==> src/rtl/scene_int_seq.sv <==
// scene_int_seq: issue sequencer and result collector around the
// scene-intersection pipeline. Rays are issued over ISSUE_CYC cycles with
// one-hot axis strobes; ray IDs follow the fixed pipeline latency in a tag
// shift register, and results land in a show-ahead FIFO. Credits (rays in
// flight + FIFO entries) gate admission so the non-stallable pipeline can
// never overrun the FIFO.
module scene_int_seq #(
   parameter int unsigned ISSUE_CYC = 4,
   parameter int unsigned RES_LAT   = 40,
   parameter int unsigned DEPTH     = 4,
   parameter int unsigned ID_W      = 8,
   parameter int unsigned RAY_W     = 192
) (
   input  logic             clk,
   input  logic             rst,
   input  logic             in_valid,
   output logic             in_ready,
   input  logic [RAY_W-1:0] in_ray,
   input  logic [ID_W-1:0]  in_id,
   input  logic             in_shadow,
   output logic [RAY_W-1:0] pl_ray,
   output logic             pl_v0,
   output logic             pl_v1,
   output logic             pl_v2,
   output logic             pl_shadow,
   input  logic [31:0]      pl_tmin,
   input  logic [31:0]      pl_tmax,
   input  logic             pl_miss,
   output logic             out_valid,
   input  logic             out_ready,
   output logic [ID_W-1:0]  out_id,
   output logic [31:0]      out_tmin,
   output logic [31:0]      out_tmax,
   output logic             out_miss,
   output logic             out_shadow
);

   localparam int unsigned PH_W  = $clog2(ISSUE_CYC);
   localparam int unsigned PTR_W = $clog2(DEPTH);
   localparam int unsigned OCC_W = $clog2(DEPTH + 1);

   typedef enum logic {IDLE, ISSUE} state_t;

   typedef struct packed {
      logic [ID_W-1:0] id;
      logic [31:0]     tmin;
      logic [31:0]     tmax;
      logic            miss;
      logic            shadow;
   } ent_t;

   state_t           state, state_nx;
   logic [PH_W-1:0]  ph, ph_nx;
   logic             last_ph;
   logic             run;
   logic [OCC_W-1:0] occ;
   logic             accept;
   logic             pop;
   logic [ID_W-1:0]  id_q;

   logic             tag_v  [RES_LAT];
   logic [ID_W-1:0]  tag_id [RES_LAT];
   logic             tag_sh [RES_LAT];

   ent_t             mem [DEPTH];
   logic [PTR_W:0]   wr_ptr, rd_ptr;
   logic             empty;
   logic             wr_en;
   ent_t             head;

   assign last_ph  = (ph == PH_W'(ISSUE_CYC - 1));
   // run keeps in_ready low while reset is asserted and releases it one edge later
   assign in_ready = run && ((state == IDLE) || last_ph) && (occ < OCC_W'(DEPTH));
   assign accept   = in_valid && in_ready;
   assign empty    = (wr_ptr == rd_ptr);
   assign out_valid = !empty;
   assign pop      = out_valid && out_ready;
   assign wr_en    = tag_v[RES_LAT-1];

   // State register and issue phase counter
   always_ff @(posedge clk or negedge rst) begin
      if (!rst) begin
         state <= IDLE;
         ph    <= '0;
      end else begin
         state <= state_nx;
         ph    <= ph_nx;
      end
   end

   // Next state: a ray accepted at the last phase restarts ISSUE back-to-back
   always_comb begin
      state_nx = state;
      ph_nx    = ph;
      case (state)
         IDLE: begin
            if (accept) begin
               state_nx = ISSUE;
               ph_nx    = '0;
            end
         end
         ISSUE: begin
            if (!last_ph) begin
               ph_nx = ph + PH_W'(1);
            end else if (accept) begin
               ph_nx = '0;
            end else begin
               state_nx = IDLE;
               ph_nx    = '0;
            end
         end
         default: begin
            state_nx = IDLE;
            ph_nx    = '0;
         end
      endcase
   end

   // Output decode: one-hot axis strobes during the first three issue phases
   always_comb begin
      pl_v0 = 1'b0;
      pl_v1 = 1'b0;
      pl_v2 = 1'b0;
      if (state == ISSUE) begin
         pl_v0 = (ph == PH_W'(0));
         pl_v1 = (ph == PH_W'(1));
         pl_v2 = (ph == PH_W'(2));
      end
   end

   // Admission enable and accepted-ray latch held stable for the pipeline
   always_ff @(posedge clk or negedge rst) begin
      if (!rst) begin
         run       <= 1'b0;
         pl_ray    <= '0;
         pl_shadow <= 1'b0;
         id_q      <= '0;
      end else begin
         run <= 1'b1;
         if (accept) begin
            pl_ray    <= in_ray;
            pl_shadow <= in_shadow;
            id_q      <= in_id;
         end
      end
   end

   // Credit counter: rays in flight plus FIFO occupancy
   always_ff @(posedge clk or negedge rst) begin
      if (!rst) begin
         occ <= '0;
      end else begin
         case ({accept, pop})
            2'b10:   occ <= occ + OCC_W'(1);
            2'b01:   occ <= occ - OCC_W'(1);
            default: occ <= occ;
         endcase
      end
   end

   // Tag pipe: the last stage lines up with the pipeline result cycle
   always_ff @(posedge clk or negedge rst) begin
      if (!rst) begin
         for (int unsigned i = 0; i < RES_LAT; i++) begin
            tag_v[i]  <= 1'b0;
            tag_id[i] <= '0;
            tag_sh[i] <= 1'b0;
         end
      end else begin
         tag_v[0]  <= pl_v0;
         tag_id[0] <= id_q;
         tag_sh[0] <= pl_shadow;
         for (int unsigned i = 1; i < RES_LAT; i++) begin
            tag_v[i]  <= tag_v[i-1];
            tag_id[i] <= tag_id[i-1];
            tag_sh[i] <= tag_sh[i-1];
         end
      end
   end

   // Result FIFO storage; credits guarantee a free slot on every write
   always_ff @(posedge clk) begin
      if (wr_en) begin
         mem[wr_ptr[PTR_W-1:0]] <= '{id: tag_id[RES_LAT-1], tmin: pl_tmin, tmax: pl_tmax,
                                     miss: pl_miss, shadow: tag_sh[RES_LAT-1]};
      end
   end

   // FIFO pointers
   always_ff @(posedge clk or negedge rst) begin
      if (!rst) begin
         wr_ptr <= '0;
         rd_ptr <= '0;
      end else begin
         if (wr_en) wr_ptr <= wr_ptr + (PTR_W+1)'(1);
         if (pop)   rd_ptr <= rd_ptr + (PTR_W+1)'(1);
      end
   end

   // Show-ahead head; outputs read as zero while the FIFO is empty
   always_comb begin
      head = empty ? '0 : mem[rd_ptr[PTR_W-1:0]];
   end

   assign out_id     = head.id;
   assign out_tmin   = head.tmin;
   assign out_tmax   = head.tmax;
   assign out_miss   = head.miss;
   assign out_shadow = head.shadow;

endmodule

==> config.mk <==
export PLATFORM = sky130hd
export DESIGN_NAME = scene_int_seq
export DESIGN_NICKNAME = d
export VERILOG_FILES = /design/src/rtl/scene_int_seq.sv
export SDC_FILE = /design/constraint.sdc
export NUM_CORES = 1
export LEC_CHECK = 0
export ABC_AREA = 1
export CAP_MARGIN = 20
export CORE_MARGIN = 1.5
export CORE_UTILIZATION = 40
export DETAILED_ROUTE_END_ITERATION = 6
export SETUP_SLACK_MARGIN = 0.05
export SKIP_LAST_GASP = 1
export SLEW_MARGIN = 5
export SYNTH_ARGS = -nofsm -noshare
export SYNTH_HDL_FRONTEND = slang
export SYNTH_SLANG_ARGS = --single-unit
export TNS_END_PERCENT = 100
==> constraint.sdc <==
create_clock -name clk -period 2.96 [get_ports clk]
set_input_delay 0.592 -clock clk [delete_from_list [all_inputs] [get_ports clk]]
set_output_delay 0.592 -clock clk [all_outputs]
set_load 0.01 [all_outputs]
* After elaboration in Yosys (flattened, before gate mapping) *
Memory sizes are Yosys's and may differ from the RTL's.
Index checks and enable logic that the tools add are counted.

word-level totals
  flip-flop bits (word level) = 614
  RAM bits = 296
  input port bits = 270
  output and inout port bits = 272
  logic and storage cells = 165
  memories kept = 1

memory list
  name  depth  bits a word  read ports  clocked after memory_dff  write ports  line  text
  mem   4      74           1           0                         1            65    ent_t mem [DEPTH];

cells by class
  add/sub/neg operators = 5
  order comparisons = 1
  equal/unequal tests = 7
  mux-type cells = 13
  bitwise operators = 1
  reduce and logical (&&, ||, !) cells = 8

operator list
  cell                                                                number
  74-bit 2-to-1 mux                                                   1
  3-bit by 1-bit adder with 3-bit output, second input constant       3
  1-bit 2-to-1 mux                                                    7
  2-bit == test, second input constant                                3
  3-bit one-hot mux with 2 select lines                               1
  2-bit by 1-bit == test with 1-bit output, second input constant     2
  1-bit logical AND                                                   4
  2-bit 2-to-1 mux                                                    2
  2-bit one-hot mux with 2 select lines                               1
  3-bit == test                                                       1
  3-bit < comparator, second input constant                           1
  3-bit by 1-bit subtractor with 3-bit output, second input constant  1
  2-bit by 1-bit adder with 2-bit output, second input constant       1
  2-bit logical NOT                                                   1
  2-bit != test, second input constant                                1
  1-bit one-hot mux with 2 select lines                               1
  2-bit nonzero test                                                  1
  1-bit logical NOT                                                   1
  1-bit logical OR                                                    1
  1-bit NOT                                                           1

* Depth between registers and ports, before layout *
Gate-level depths: netlist (run 1).

  word-level depth = 8
  mapped depth = 13
  mapped depth without buffers = 11

* Worst setup path before layout (run 1) *
Ideal clock, no wire load.

  kind = flip-flop to flip-flop
  start point = register wr_ptr[0]
  end point = memory mem[2][0] (netlist bit), enable pin
  library setup time = 0.428 ns
  arrival time = 2.157 ns
  setup slack = 0.375 ns
  stages on the path, launching flop included = 5
  buffers on the path = 0
  clock period less this slack = 2.585 ns
  cell sequence = dfrtp_1 > inv_1 > ha_1 > nand2_1 > inv_1

RTL lines
  element                 line  text
  start, declared         66    logic [PTR_W:0] wr_ptr, rd_ptr;
  start signal, assigned  195   if (wr_en) wr_ptr <= wr_ptr + (PTR_W+1)'(1);
  end, declared           65

No word-level cell before the write port.

* Worst setup path in the final report (run 1) *
  start point = register rd_ptr[0]
  end point = output out_tmax[3]

on the way
  cells in the longest elaborated chain, start to end = 2

ends and longest elaborated chain
  element                                             line  text
  start, declared                                     66
  start signal, assigned                              196   if (pop) rd_ptr <= rd_ptr + (PTR_W+1)'(1);
  memory 4 x 74 bit or 3-bit == test (tied branches)  n/a
  74-bit 2-to-1 mux *                                 202   head = empty ? '0 : mem[rd_ptr[PTR_W-1:0]];
  end, declared                                       33    output logic [31:0] out_tmax,

Every way passes the cells marked *; elsewhere a longest branch is shown, timed or not.

==> impl_metrics.csv, run 1 <==
group,metric,value,unit
synth,synth_edf_count,296,
status,status,"finished with violations",
clocking,clk_pin_slew,0.06,ns
final_layout,fin_util,0.543,
floorplan,ios,542,
clocking,clk_latency,0.66,ns
floorplan,rows,100,
critical_path,path_cells,"buf_4 -> bufbuf_16 -> nor2_1 -> nor2_1 -> o21ai_0 -> a21oi_1 -> clkdlybuf4s50_1",
synth,syn_nets,2514,
synth,synthTopCellsByArea,"dfrtp_1, edfxtp_1, nand2_1",
critical_path,critPathArrivalTime,2.57,ns
placement,pre_cts_slack,0.338,ns
placement,port_buffers,541,
critical_path,max_stage_delay,0.55,ns
final_layout,drive_gt1_frac,0.130,
clocking,cts.sinks,910,
min_path,worstHoldStart,"tag_id[271]",
synth,syn-cell-area,0.0303,mm²
routing,drc_errors,0,
synth,yosysSeqAreaShare,0.800,
synth,ys_ff_latch,910,
routing,drtAntennaViolNets,0,
floorplan,core_region_area,0.0747,mm²
critical_path,crit_path_end_kind,"primary output",
grt,antenna_found_initial,16,
clocking,cts_buffers,90,
placement,dp_cells,3661,
min_path,holdCritPathClass,"reg2reg",
placement,gp_congestion,0.845,
status,failed_checks,"negative setup slack",
sta,finalHoldViolCount,0,
final_layout,final_common_cell,"dfrtp_1",
floorplan,dieWidth,278,µm
synth,async_flop_share,0.675,
grt,overflow,0,
sta,fin_worst_skew,0.0582,ns
synth,postSynthAreaPerCell,13.6,µm²
critical_path,crit_fanout,18,
synth,yosys_warnings,0,
critical_path,startpoint,"rd_ptr[0]",
final_layout,final-seq-area,0.0243,mm²
routing,vias,18801,
sta,min_period,3.16,ns
sta,tightest_slew,1.08,ns
final_layout,area_growth,33.7,%
sta,fin_crit_sh,1.07,
synth,synthCells,2233,
critical_path,critPathKind,"reg2out",
grt,grt_pass1_wl,118000,µm
routing,drt-initial-drc-count,1305,
sta,whs,0.319,ns
grt,track_usage,0.201,
final_layout,n_fill_cell,6151,
critical_path,cp.required,2.37,ns
floorplan,initial_core_util,0.406,
synth,synth_cell_type_count,27,
final_layout,mostFrequentLayoutCells,"dfrtp_1, clkdlybuf4s50_1, nand2_1, edfxtp_1, nor2_1",
final_layout,multi_input_area,0.00541,mm²
critical_path,slowest_stage,"clkdlybuf4s50_1",
power,powerDensity,617,mW/mm²
routing,wirelength,78200,µm
clocking,cts_max_level,3,
run,max_cap_viol_count,0,
clocking,root_buffer,"clkbuf_16",
clocking,cts.path.max_buffers,3,
floorplan,die_area,0.0774,mm²
sta,slew_headroom,0.278,
final_layout,final_cells,3878,
synth,netlist.area_leader.share,0.507,
sta,setup_viol,4,
sta,final-max-slew-violation-count,0,
sta,setup_ws,-0.203,ns
critical_path,r2r_start,"rd_ptr[0]",
critical_path,path_buf_inv,3,
final_layout,final_nets,3106,
power,leakage,18.4,nW
sta,rsz0062_at_grt,"yes",
sta,max_clock_freq,0.316,GHz
routing,routedWlPerCell,20.2,µm
synth,synth_top_area_cell,"dfrtp_1",
grt,grt_pass1_vias,19259,
grt,grt_start_max_net_pins,204,
clocking,cts_tree,"done",
power,irDropWorstVdd,0.386,mV
critical_path,crit_family,"buffers and inverters",
routing,drt_first_pass_iters,5,
routing,via_per_inst,4.85,
floorplan,die_height,278,µm
placement,dp_hpwl,48700,µm
synth,ys.flop_type,"dfrtp_1",
critical_path,cp_common_cell,"nor2_1",
critical_path,cp-start-kind,"flop",
state kept, by name (all words and copies together) (netlist names):
register and count:
ph 2, id_q 8, mem 296, state 1, tag_v 39, pl_shadow 1, wr_en 1, run 1
wr_ptr 3, pl_ray 192, tag_sh 40, tag_id 320, rd_ptr 3, occ 3
cell type report:
type,count,area share
tap,969,0.0299
clock buffer,124,0.0643
clock inverter,44,0.0106
sequential,910,0.599
inverter,20,0.00293
antenna,8,0.000494
multi-input combinational,1178,0.133
timing repair buffer,625,0.160
worst paths after layout:
kind	endpoint	slack [ns]	cells after the start
worst max-delay path	out_tmax[3]	-0.20	7
worst min-delay path	tag_id[263]	0.32	0
worst max register to register	occ[2]	0.26	14
worst min register to register	tag_id[263]	0.32	0
max in group asynchronous	pl_ray[41]	1.48	3
min in group asynchronous	ph[0]	0.50	2
power breakdown:
group	switching (mW)	internal [mW]	total (mW)
clock network	4.86	6.51	11.4
registers	0.000430	13.0	13.0
logic	0.298	0.342	0.640
metrics by stage:
stage	area [µm²]	power, mW	TNS (ns)
5_1_grt	40500	25.9	-1.17
4_1_cts	40400	25.3	-1.33
3_5_place_dp	36900	13.9	0
6_report	40500	25.0	-0.333
3_3_place_gp	36900	13.9	0
2_1_floorplan	30300	13.3	0
layer usage:
layer	vias to the layer above	wire, µm	track usage
li1	8629	-	-
met1	9382	31600	0.260
met2	626	37100	0.317
met3	148	6650	0.0608
met4	16	2740	0.0822
met5	-	113	0
repair_timing:
item,in CTS,in global routing
setup buffers,14,15
pin swaps,2,1
hold buffers,1,0
cloned,9,3
setup endpoints to repair,75,63
endpoints found under the hold margin,48,0
gates resized for setup,157,133
cells in the mapped netlist, drive strengths merged, types with 4 or more instances:
cell type / number
edfxtp: 296
dfrtp: 614
nand3: 205
inv: 20
buf: 78
nor2: 297
nand2: 429
a21oi: 75
clkbuf: 47
ha: 10
o21ai: 152
xor2: 4
cells by family (layout without fill, tap and decap cells):
group                    count (synthesis)  in the layout  share of synthesized area
adder cells (fa/ha/maj)                 11             11                    0.00479
multiplexers                             1              1                   0.000371
flip-flops                             910            910                      0.800
buffers and inverters                  145            813                     0.0234
other                                    1              9                   0.000124
AND/OR/NAND/NOR                        932            932                      0.125
XOR/XNOR                                 6              6                    0.00173
AO/OA/AOI/OAI                          227            227                     0.0449
Note: power is estimated with default switching activity, not from simulation.
==> run 2, diff against run 1 <==
Settings changed: CTS_CLUSTER_SIZE from default to 28, MAX_ROUTING_LAYER from default to met4, RECOVER_POWER from default to 50.
==> run 2 against run 1 <==
  * The flow finishes with violations (max-capacitance violations, max-slew violations, negative setup slack)
  * Cell count up 0.39%
  * Die area unchanged
  * Maximum frequency up 1.0%
  * Sequential share of layout area about the same
  * Hold slack about the same
  * Global-route usage up 0.62 points
  * Largest power group unchanged
==> impl_metrics.csv, run 2 (synthesis results as in run 1) <==
group,metric,value,unit
status,status,"finished with violations",
status,failed_checks,"max-capacitance violations, max-slew violations, negative setup slack",
final_layout,final_nets,3107,
critical_path,critPathKind,"reg2out",
floorplan,die_area,0.0774,mm²
power,sw_frac_of_total,0.207,
power,irDropWorstVdd,0.387,mV
run,max_cap_viol_count,1,
grt,grt_pass1_vias,19271,
grt,track_usage,0.207,
sta,fin_worst_skew,0.0587,ns
critical_path,critPathArrivalTime,2.54,ns
sta,slew_headroom,-0.294,
critical_path,cp.required,2.37,ns
critical_path,crit_path_end_kind,"primary output",
grt,grt_start_max_net_pins,204,
routing,drtAntennaViolNets,0,
grt,grt_pass1_wl,118000,µm
floorplan,die_height,278,µm
floorplan,rows,100,
final_layout,area_growth,33.6,%
sta,final-max-slew-violation-count,63,
power,pwr-share-seq,0.520,
floorplan,dieWidth,278,µm
placement,dp_cells,3661,
power,power,25.0,mW
power,p_clk_frac,0.455,
power,p_switching,5.16,mW
placement,port_buffers,541,
clocking,cts_tree,"done",
power,combPwrFrac,0.024,
clocking,clk_latency,0.66,ns
sta,rsz0062_at_grt,"yes",
placement,gp_congestion,0.858,
final_layout,largest_reg_flops,320,
floorplan,core_region_area,0.0747,mm²
sta,setup_ws,-0.171,ns
floorplan,ios,542,
routing,drt-initial-drc-count,1315,
grt,overflow,0,
placement,pre_cts_slack,0.338,ns
final_layout,drive_gt1_frac,0.129,
power,leakage,18.4,nW
final_layout,final_cells,3893,
sta,min_period,3.13,ns
routing,via_per_inst,4.84,
sta,tightest_slew,1.94,ns
routing,routedWlPerCell,20.1,µm
routing,drt_first_pass_iters,5,
sta,tns,-0.283,ns
sta,setup_viol,3,
routing,vias,18824,
clocking,cts_buffers,90,
clocking,cts_max_level,3,
clocking,clk_pin_slew,0.06,ns
placement,dp_hpwl,48700,µm
final_layout,final_common_cell,"dfrtp_1",
clocking,cts.path.max_buffers,3,
clocking,cts.sinks,910,
placement,placed_area,0.0369,mm²
min_path,holdCritPathClass,"reg2reg",
critical_path,crit_fanout,18,
clocking,root_buffer,"clkbuf_16",
power,p_int,19.8,mW
sta,fin_crit_sh,1.06,
sta,max_clock_freq,0.319,GHz
floorplan,initial_core_util,0.406,
final_layout,top_register,"tag_id",
routing,drc_errors,0,
routing,wirelength,78300,µm
final_layout,mostFrequentLayoutCells,"dfrtp_1, nand2_1, clkdlybuf4s50_1, edfxtp_1, nor2_1",
grt,antenna_found_initial,20,
sta,finalHoldViolCount,0,
power,powerDensity,617,mW/mm²
critical_path,cp-start-kind,"flop",
final_layout,design_area,0.0405,mm²
==> run 2: final cells by class <==
cell class,count,area (µm²)
Multi-Input combinational cell,1178,5410
Timing Repair Buffer,626,6410
Antenna cell,22,55.1
Clock inverter,44,428
Clock buffer,124,2610
Inverter,20,119
Tap cell,969,1210
Fill cell,6160,34200
Sequential cell,910,24300
==> run 2: repair_timing <==
item	in CTS	in global routing
gates cloned	9	2
hold buffers	1	0
setup buffers	14	18
hold endpoints to repair	48	0
pin swaps	2	2
resized for setup	157	137
setup endpoints to repair	75	63
==> run 2: worst paths after layout <==
check / cells after the start / to / from / slack, ns
max: 7 / out_tmax[3] / rd_ptr[0] / -0.17
min: 0 / tag_id[263] / tag_id[271] / 0.32
max reg2reg: 14 / occ[2] / rd_ptr[0] / 0.28
min reg2reg: 0 / tag_id[263] / tag_id[271] / 0.32
max in group asynchronous: 3 / tag_v[7] / rst / 0.19
min in group asynchronous: 2 / ph[1] / rst / 1.03
==> run 2: critical path, stage by stage (launching register included) <==
cell and delay (ns):
dfrtp_4 0.45, buf_4 0.18, bufbuf_16 0.31, nor2_1 0.06
nor2_1 0.11, o21ai_0 0.12, a21oi_1 0.14, clkdlybuf4s50_1 0.55
==> run 2: stage by stage <==
step,util,hold WS [ns]
2_1_floorplan,-,0.296
3_3_place_gp,0.494,0.331
3_5_place_dp,0.494,0.335
4_1_cts,0.541,0.312
5_1_grt,0.542,0.331
6_report,0.542,0.318
==> run 2: metal layers <==
metal / vias up / share of wire / wire length [µm] / GRT usage
met5: - / 0 / 0 / -
met4: 0 / 0.034 / 2630 / 0.0799
met3: 132 / 0.084 / 6580 / 0.0573
met2: 627 / 0.47 / 37100 / 0.319
met1: 9416 / 0.41 / 32000 / 0.262
li1: 8649 / - / - / -
==> run 2: power by group through the flow <==
stage	Clock, mW	Sequential (mW)	Combinational [mW]
final	11.4	13.0	0.611
after global routing	12.2	13.0	0.678
after CTS	11.7	13.0	0.658
after detailed placement	0	13.2	0.655
after global placement	0	13.2	0.634
after floorplan	0	13.2	0.0374
==> run 3, diff against run 2 <==
Settings changed: GPL_ROUTABILITY_DRIVEN from default to 0.
==> results of run 3 <==
The final DEF is identical to that of run 2; final timing and power are the same.
